## src/rtl/demux_pkg.sv

```systemverilog
// Shared definitions for the 8:1 deserializer: FSM state encoding and
// default word/slot widths. Used by demux_8_deser and its helpers.
package demux_pkg;

    localparam int DEF_WIDTH = 8;
    localparam int DEF_SEL_W = 3;

    // PARITY is only entered when the design is built with PARITY_EN.
    typedef enum logic [1:0] {
        IDLE   = 2'd0,
        SHIFT  = 2'd1,
        PARITY = 2'd2
    } state_t;

endpackage

```

## src/rtl/demux_8_deser_out_reg_hs.sv

```systemverilog
// Single-entry valid/ready holding register. A load is accepted when the
// register is empty or is being consumed in the same cycle; otherwise the
// incoming word is dropped and a one-cycle overrun pulse is raised.
module out_reg_hs #(
    parameter int WIDTH = 8
) (
    input  logic             clk,
    input  logic             rst_n,
    input  logic             i_load,
    input  logic [WIDTH-1:0] i_data,
    input  logic             i_ready,
    output logic [WIDTH-1:0] o_q,
    output logic             o_valid,
    output logic             o_overrun
);

    logic [WIDTH-1:0] r_q;
    logic             r_valid;
    logic             r_overrun;
    logic             w_accept;

    assign w_accept = i_load && (!r_valid || i_ready);

    // Hold, load or drain the word; flag a dropped load as overrun.
    always_ff @(posedge clk or negedge rst_n) begin
        if (!rst_n) begin
            r_q       <= '0;
            r_valid   <= 1'b0;
            r_overrun <= 1'b0;
        end else begin
            r_overrun <= i_load && r_valid && !i_ready;
            if (w_accept) begin
                r_q     <= i_data;
                r_valid <= 1'b1;
            end else if (r_valid && i_ready) begin
                r_valid <= 1'b0;
            end
        end
    end

    assign o_q       = r_q;
    assign o_valid   = r_valid;
    assign o_overrun = r_overrun;

endmodule

```

## src/rtl/demux_8_deser.sv

```systemverilog
// Receive-side 1:8 deserializer. Captures one serial bit per din_valid in
// slot order 0..WIDTH-1 (LSB first) and presents the word through a
// valid/ready holding register. The current slot is driven out so a
// transmit mux can lock its select to it.
// Optional macro PARITY_EN: adds an even-parity bit after each word;
// without it par_err is constant 0.
module demux_8_deser
    import demux_pkg::*;
#(
    parameter int WIDTH = DEF_WIDTH,
    parameter int SEL_W = DEF_SEL_W
) (
    input  logic             clk,
    input  logic             rst_n,
    input  logic             din,
    input  logic             din_valid,
    input  logic             frame_start,
    output logic [SEL_W-1:0] slot,
    output logic [WIDTH-1:0] q,
    output logic             q_valid,
    input  logic             q_ready,
    output logic             overrun,
    output logic             frame_err,
    output logic             par_err
);

    state_t           r_state;
    logic [SEL_W-1:0] r_slot;
    logic [WIDTH-1:0] r_shreg;
    logic             r_frame_err;
    logic [WIDTH-1:0] w_merged;
    logic             w_last;
    logic             w_load;
    logic [WIDTH-1:0] w_load_word;

    assign w_last = (r_slot == SEL_W'(WIDTH - 1));

    // Shift register with the incoming bit dropped into the current slot;
    // at the last slot this is the complete word.
    genvar gi;
    generate
        for (gi = 0; gi < WIDTH; gi++) begin : g_merge
            assign w_merged[gi] = (r_slot == SEL_W'(gi)) ? din : r_shreg[gi];
        end
    endgenerate

`ifdef PARITY_EN
    logic r_par_err;
    logic w_par_ok;

    // Even parity: the parity bit equals the XOR of the data bits.
    assign w_par_ok    = (din == ^r_shreg);
    assign w_load      = din_valid && !frame_start && (r_state == PARITY) && w_par_ok;
    assign w_load_word = r_shreg;
    assign par_err     = r_par_err;
`else
    assign w_load      = din_valid && !frame_start && (r_state == SHIFT) && w_last;
    assign w_load_word = w_merged;
    assign par_err     = 1'b0;
`endif

    // Frame FSM: slot counter, shift register and error pulses.
    always_ff @(posedge clk or negedge rst_n) begin
        if (!rst_n) begin
            r_state     <= IDLE;
            r_slot      <= '0;
            r_shreg     <= '0;
            r_frame_err <= 1'b0;
`ifdef PARITY_EN
            r_par_err   <= 1'b0;
`endif
        end else begin
            r_frame_err <= 1'b0;
`ifdef PARITY_EN
            r_par_err   <= 1'b0;
`endif
            if (din_valid && frame_start) begin
                // New frame; anything outside IDLE is an aborted partial word.
                r_frame_err <= (r_state != IDLE);
                r_shreg     <= {{(WIDTH-1){1'b0}}, din};
                r_slot      <= SEL_W'(1);
                r_state     <= SHIFT;
            end else if (din_valid) begin
                case (r_state)
                    SHIFT: begin
                        r_shreg <= w_merged;
                        if (w_last) begin
                            r_slot  <= '0;
`ifdef PARITY_EN
                            r_state <= PARITY;
`else
                            r_state <= IDLE;
`endif
                        end else begin
                            r_slot <= r_slot + SEL_W'(1);
                        end
                    end
`ifdef PARITY_EN
                    PARITY: begin
                        r_par_err <= !w_par_ok;
                        r_state   <= IDLE;
                    end
`endif
                    default: ;
                endcase
            end
        end
    end

    assign slot      = r_slot;
    assign frame_err = r_frame_err;

    out_reg_hs #(
        .WIDTH (WIDTH)
    ) u_out_reg (
        .clk       (clk),
        .rst_n     (rst_n),
        .i_load    (w_load),
        .i_data    (w_load_word),
        .i_ready   (q_ready),
        .o_q       (q),
        .o_valid   (q_valid),
        .o_overrun (overrun)
    );

endmodule

```

## config.mk

```make
export PLATFORM = sky130hd
export DESIGN_NAME = demux_8_deser
export DESIGN_NICKNAME = d
export VERILOG_FILES = /design/src/rtl/demux_pkg.sv /design/src/rtl/demux_8_deser_out_reg_hs.sv /design/src/rtl/demux_8_deser.sv
export SDC_FILE = /design/constraint.sdc
export NUM_CORES = 1
export LEC_CHECK = 0
export ABC_AREA = 1
export CORE_UTILIZATION = 30
export DETAILED_ROUTE_END_ITERATION = 8
export PLACE_DENSITY = 0.57
export SYNTH_ARGS = -nofsm -noshare
export SYNTH_HDL_FRONTEND = slang
export SYNTH_HIERARCHICAL = 1
export SYNTH_SLANG_ARGS = --single-unit
```

## constraint.sdc

```tcl
create_clock -name clk -period 3.22 [get_ports clk]
set_clock_uncertainty 0.05 [all_clocks]
set_input_delay 0.322 -clock clk [delete_from_list [all_inputs] [get_ports clk]]
set_output_delay 0.322 -clock clk [all_outputs]
set_load 0.01 [all_outputs]
```

==> flow_metrics.env, run 1 <==
export IMPL_fp_dieArea_um2=4386
export IMPL_rsz0062_at_grt="no"
export IMPL_tightestPinTransition_ns=1.020
export IMPL_first_global_vias=909
export IMPL_p_leak_nw=0.7549
export IMPL_cts_hold_buffers=0
export IMPL_cts_tree="yes"
export IMPL_route_detailed_drc=0
export IMPL_rr_worst_depth=8
export IMPL_min_from="r_shreg[1]$_DFFE_PN0P_"
export IMPL_seqCellArea_um2=575.6
export IMPL_ir_drop_uv=232.9
export IMPL_buffer_ports_inserted=19
export IMPL_status="completed"
export IMPL_final_cell_mix="nand2_1, dfrtp_1, clkdlybuf4s50_1"
export IMPL_diodes=0
export IMPL_crit_chain="clkdlybuf4s50_1"
export IMPL_seqPwrFrac=0.498
export IMPL_synth_area_um2=1237
export IMPL_synth_nets=158
export IMPL_finalHoldViolCount=0
export IMPL_report_final_slew_viol_count=0
export IMPL_dpl_worst_slack_ns=1.460
export IMPL_grt_start_max_net_pins=24
export IMPL_cp_data_arrival_time_ns=1.37
export IMPL_tritoncts_num_buffers=3
export IMPL_tns_ns=0
export IMPL_worstSetupStartpointType="flip-flop"
export IMPL_r2r_start="slot[0]$_DFFE_PN0P_"
export IMPL_cts_resized=0
export IMPL_drt_initial_drc_count=19
export IMPL_clk_latency_ns=0.26
export IMPL_ys_warn_count=6
export IMPL_cp_end_kind="output port"
export IMPL_grt_antenna_before_repair=0
export IMPL_ioPinCount=21
export IMPL_track_usage=0.1249
export IMPL_fillers=380
export IMPL_rows=22
export IMPL_crit_fanout=9
export IMPL_cp_slowest_stage_delay_ns=0.60
export IMPL_firstDrtPassIters=4
export IMPL_hold_class="reg2reg"
export IMPL_multi_input_area_um2=551.8
export IMPL_crit_family="buffers and inverters"
export IMPL_finalNonFillerCells=214
export IMPL_fp_dieW_um=66.23
export IMPL_vias_per_cell=4.341
export IMPL_gp_congestion=0.7831
export IMPL_fmax_ghz=0.5734
export IMPL_vias=929
export IMPL_area_growth_pct=20.42
export IMPL_clk_pin_slew_ns=0.08
export IMPL_ys_seq_area_frac=0.4651
export IMPL_fp_coreArea_um2=3799
export IMPL_final_common_cell="nand2_1"
export IMPL_finalSetupViolations=0
export IMPL_grt_overflow=0
export IMPL_reg2reg_slack_ns=1.49
export IMPL_syn_mean_instance_area_um2=8.476
export IMPL_clockBufferDepth=2
export IMPL_htreeDepth=1
export IMPL_dp_hpwl_um=1811
export IMPL_post_route_util=0.3923
export IMPL_finalNetCount=179
export IMPL_start_util=0.3258
export IMPL_synth_seq_cells=23
export IMPL_finalCriticalPeriod_ns=1.744
export IMPL_worstHoldPathCells=2
export IMPL_timing_final_crit_share=0.5416
export IMPL_drive_gt1_frac=0.1205
export IMPL_cts_root_buf="clkbuf_8"
export IMPL_antenna_left=0
export IMPL_routed_wl_um=2323
export IMPL_reg2reg_to="u_out_reg/o_q[1]$_DFFE_PN0P_"
export IMPL_p_switching_mw=0.1993
export IMPL_synth_cells=146
export IMPL_p_comb_frac=0.244
export IMPL_internal_power_mw=0.4757
export IMPL_post_cts_setup_buffers=0
export IMPL_maxCapViolCount=0
export IMPL_p_sw_frac=0.2953
export IMPL_yosysUniqueCellTypes=19
export IMPL_crit_slowest_cell="clkdlybuf4s50_1"
export IMPL_powerDensity_nw_per_um2=452.9
export IMPL_hold_end="r_shreg[1]$_DFFE_PN0P_"
export IMPL_grt_pass1_wl_um=4209
export IMPL_dp_cells=210
export IMPL_cts_sinks=23
export IMPL_crit_type="reg2out"
export IMPL_fp_dieH_um=66.23
export IMPL_path_buf_inv=1
export IMPL_p_clk_frac=0.258
export IMPL_fin_ws_ns=1.476
export IMPL_relSlewSlack=0.3181
export IMPL_required_ns=2.85
export IMPL_post_drt_wl_per_cell_um=10.86
-- power by group through the flow --
stage	sequential (mW)	clock [mW]	combinational (mW)
finish	0.336	0.174	0.164
global route	0.340	0.196	0.190
CTS	0.337	0.183	0.167
detailed placement	0.342	0	0.166
global placement	0.342	0	0.164
floorplan	0.347	0	0.0915
-- how the worst max path moves through the flow --
stage / startpoint / endpoint / slack (ns) / cells after the start
after global placement: din_valid / u_out_reg/o_q[1]$_DFFE_PN0P_ / 1.50 / 7
after global routing: slot[0]$_DFFE_PN0P_ / u_out_reg/o_q[6]$_DFFE_PN0P_ / 1.34 / 8
after floorplan: slot[0]$_DFFE_PN0P_ / u_out_reg/o_q[0]$_DFFE_PN0P_ / 1.64 / 8
after detailed placement: din_valid / u_out_reg/o_q[1]$_DFFE_PN0P_ / 1.46 / 7
final: slot[2]$_DFFE_PN0P_ / slot[2] / 1.48 / 1
after CTS: slot[2]$_DFFE_PN0P_ / slot[2] / 1.47 / 1
-- Yosys cell counts, drive strengths merged --
master	count	area, um^2
nor3	1	5.000
conb	1	3.750
inv	16	60.06
buf	4	50.05
nand2	62	252.7
o21ai	6	30.03
nor2	4	22.52
nand3	19	135.1
dfrtp	23	575.6
and2	3	18.77
a21oi	1	8.760
ha	6	75.07
-- routing by layer --
layer  up-vias  track usage  wire, um
met2        20       0.1964      1009
met5         -            0         0
met4         0      0.03191        27
li1        493            -         -
met3         2      0.02931        95
met1       414       0.1707      1191
-- metrics by stage --
stage	total power [mW]	instance area, um^2	hold WS (ns)
final	0.6750	1490	0.4325
after detailed placement	0.5083	1445	0.4163
after CTS	0.6870	1490	0.4378
after floorplan	0.4385	1237	-0.02359
after global routing	0.7262	1490	0.4547
after global placement	0.5058	1445	0.4117
-- tightest hold or removal path: cells and delay by family, from the launching register on --
kind,cells,cell delay (ns)
DFF,1,0.35
and+or+nand+nor,2,0.11
-- cells by family after synthesis --
family | share of synthesized area
flip-flops | 0.4651
other | 0.003030
AND/OR/NAND/NOR | 0.3509
adder cells (fa/ha/maj) | 0.06067
AO/OA/AOI/OAI | 0.03135
buffers and inverters | 0.08898
-- cell type report --
type                    instances  area share
repair buffers                 20      0.1327
inverters                      16     0.04030
clock buffers                   4     0.03023
multi-input cells             103      0.3703
flip-flops and latches         23      0.3862
well taps                      48     0.04030
-- sequential cells by signal, summed over array words and instances, names as in the netlist --
| signal | count |
|---|---|
| slot | 3 |
| r_shreg | 8 |
| u_out_reg/o_q | 8 |
| u_out_reg/o_valid | 1 |
| frame_err | 1 |
| u_out_reg/o_overrun | 1 |
| r_state | 1 |
Power figures use the tool's default switching activity.
==> run 2: changes to the inputs <==
--- a/config.mk
+++ b/config.mk
@@ -8,7 +8,7 @@
 export ABC_AREA = 1
 export CORE_UTILIZATION = 30
 export DETAILED_ROUTE_END_ITERATION = 8
-export PLACE_DENSITY = 0.57
+export PLACE_DENSITY = 0.59
 export SYNTH_ARGS = -nofsm -noshare
 export SYNTH_HDL_FRONTEND = slang
 export SYNTH_HIERARCHICAL = 1
==> constraint.sdc (replaced) <==
create_clock -name clk -period 1.6 [get_ports clk]
set_clock_uncertainty 0.05 [all_clocks]
set_input_delay 0.16 -clock clk [delete_from_list [all_inputs] [get_ports clk]]
set_output_delay 0.16 -clock clk [all_outputs]
set_load 0.01 [all_outputs]
==> run 2 against run 1 <==
  * Critical path depth rose by 1
  * Via count up 8.7%
  * Largest cell class unchanged
  * Setup slack worse by 1.4 ns
  * First-iteration DRC count grew to 2.6 times the previous value
  * Clock-buffer cell count stayed put
==> flow_metrics.env, run 2 (synthesis results as in run 1) <==
export IMPL_status="completed"
export IMPL_fp_dieW_um=66.23
export IMPL_final_common_cell="nand2_1"
export IMPL_required_ns=1.39
export IMPL_cp_data_arrival_time_ns=1.28
export IMPL_worstSetupStartpointType="flip-flop"
export IMPL_timing_final_crit_share=0.9335
export IMPL_finalCriticalPeriod_ns=1.494
export IMPL_tns_ns=0
export IMPL_tritoncts_num_buffers=3
export IMPL_cp_slowest_stage_delay_ns=0.53
export IMPL_clk_latency_ns=0.26
export IMPL_routed_wl_um=2523
export IMPL_area_growth_pct=28.92
export IMPL_reg2reg_to="u_out_reg/o_q[5]$_DFFE_PN0P_"
export IMPL_drive_gt1_frac=0.2022
export IMPL_track_usage=0.1265
export IMPL_cts_root_buf="clkbuf_8"
export IMPL_p_leak_nw=0.8318
export IMPL_rsz0062_at_grt="no"
export IMPL_ioPinCount=21
export IMPL_fp_coreArea_um2=3799
export IMPL_crit_type="reg2out"
export IMPL_first_global_vias=960
export IMPL_ir_drop_uv=524.1
export IMPL_finalHoldViolCount=0
export IMPL_report_final_slew_viol_count=0
export IMPL_cts_hold_buffers=0
export IMPL_grt_overflow=0
export IMPL_fmax_ghz=0.6695
export IMPL_dp_cells=218
export IMPL_cts_tree="yes"
export IMPL_grt_start_max_net_pins=24
export IMPL_grt_pass1_wl_um=4215
export IMPL_crit_family="buffers and inverters"
export IMPL_rows=22
export IMPL_drt_initial_drc_count=49
export IMPL_finalNonFillerCells=226
export IMPL_firstDrtPassIters=4
export IMPL_buffer_ports_inserted=19
export IMPL_dp_hpwl_um=1897
export IMPL_fp_dieArea_um2=4386
export IMPL_fp_dieH_um=66.23
export IMPL_dpl_worst_slack_ns=0.04837
export IMPL_path_buf_inv=2
export IMPL_crit_fanout=3
export IMPL_antenna_left=0
export IMPL_critical_path_depth=2
export IMPL_route_detailed_drc=0
export IMPL_vias=1010
export IMPL_cts_sinks=23
export IMPL_crit_chain="buf_4, clkdlybuf4s50_1"
export IMPL_hold_class="in2async"
export IMPL_finalNetCount=191
export IMPL_powerDensity_nw_per_um2=877.4
export IMPL_gp_congestion=0.8292
export IMPL_r2r_start="slot[1]$_DFFE_PN0P_"
export IMPL_clockBufferDepth=2
export IMPL_fin_ws_ns=0.1064
export IMPL_start_util=0.3258
export IMPL_clk_pin_slew_ns=0.08
export IMPL_finalSetupViolations=0
export IMPL_crit_slowest_cell="clkdlybuf4s50_1"
export IMPL_vias_per_cell=4.469
export IMPL_htreeDepth=1
export IMPL_final_cell_mix="nand2_1, dfrtp_1, clkdlybuf4s50_1"
export IMPL_post_drt_wl_per_cell_um=11.16
export IMPL_grt_antenna_before_repair=0
export IMPL_cp_end_kind="output port"
export IMPL_rr_worst_depth=8
export IMPL_diodes=0
export IMPL_reg2reg_slack_ns=0.11
export IMPL_maxCapViolCount=0
-- run 2: cell type report --
cell class | count | area (um^2)
fill | 374 | 2203
sequential | 23 | 575.6
multi-input combinational | 103 | 564.3
timing repair buffer | 32 | 290.3
inverter | 16 | 60.06
tap | 48 | 60.06
clock buffer | 4 | 45.04
-- run 2: how the worst max path moves through the flow --
stage                   startpoint                      endpoint  slack, ns
6_report       slot[1]$_DFFE_PN0P_                       slot[1]       0.11
5_1_grt        slot[1]$_DFFE_PN0P_  u_out_reg/o_q[5]$_DFFE_PN0P_       0.02
4_1_cts        slot[1]$_DFFE_PN0P_  u_out_reg/o_q[3]$_DFFE_PN0P_       0.03
3_5_place_dp   slot[1]$_DFFE_PN0P_  u_out_reg/o_q[3]$_DFFE_PN0P_       0.05
3_3_place_gp   slot[1]$_DFFE_PN0P_  u_out_reg/o_q[7]$_DFFE_PN0P_       0.07
2_1_floorplan  slot[0]$_DFFE_PN0P_  u_out_reg/o_q[0]$_DFFE_PN0P_       0.02
-- run 2: what timing repair did --
action / in CTS / in global routing
resized for setup: 0 / 6
endpoints found under the setup margin: 0 / 12
buffers inserted: 0 / 4
-- run 2: stage by stage --
stage / hold slack (ns) / total power, mW / util / instance area (um^2)
final: 0.2076 / 1.400 / 0.4200 / 1595
after global routing: 0.2287 / 1.493 / 0.4200 / 1595
after CTS: 0.2111 / 1.421 / 0.4081 / 1550
after detailed placement: 0.4117 / 1.059 / 0.3962 / 1505
after global placement: 0.4102 / 1.047 / 0.3962 / 1505
after floorplan: -0.1856 / 0.8824 / - / 1237
-- run 2: power by group --
part	internal (mW)	leakage [nW]	switching (mW)
Sequential	0.634	0.307	0.0295
Combinational	0.173	0.502	0.213
Clock	0.178	0.0228	0.173
-- run 2: routing by layer --
layer  GRT usage  share of wire
met5           0              0
met4     0.04255          0.015
met3     0.02586          0.040
met2      0.2105           0.47
met1      0.1616           0.48
-- run 2: worst register-to-register path: cells and delay by family, from the launching register on --
kind / cells / cell delay [ns]
buf+inv: 3 / 0.42
fa+ha+maj: 2 / 0.37
simple gates: 3 / 0.15
flops: 1 / 0.40
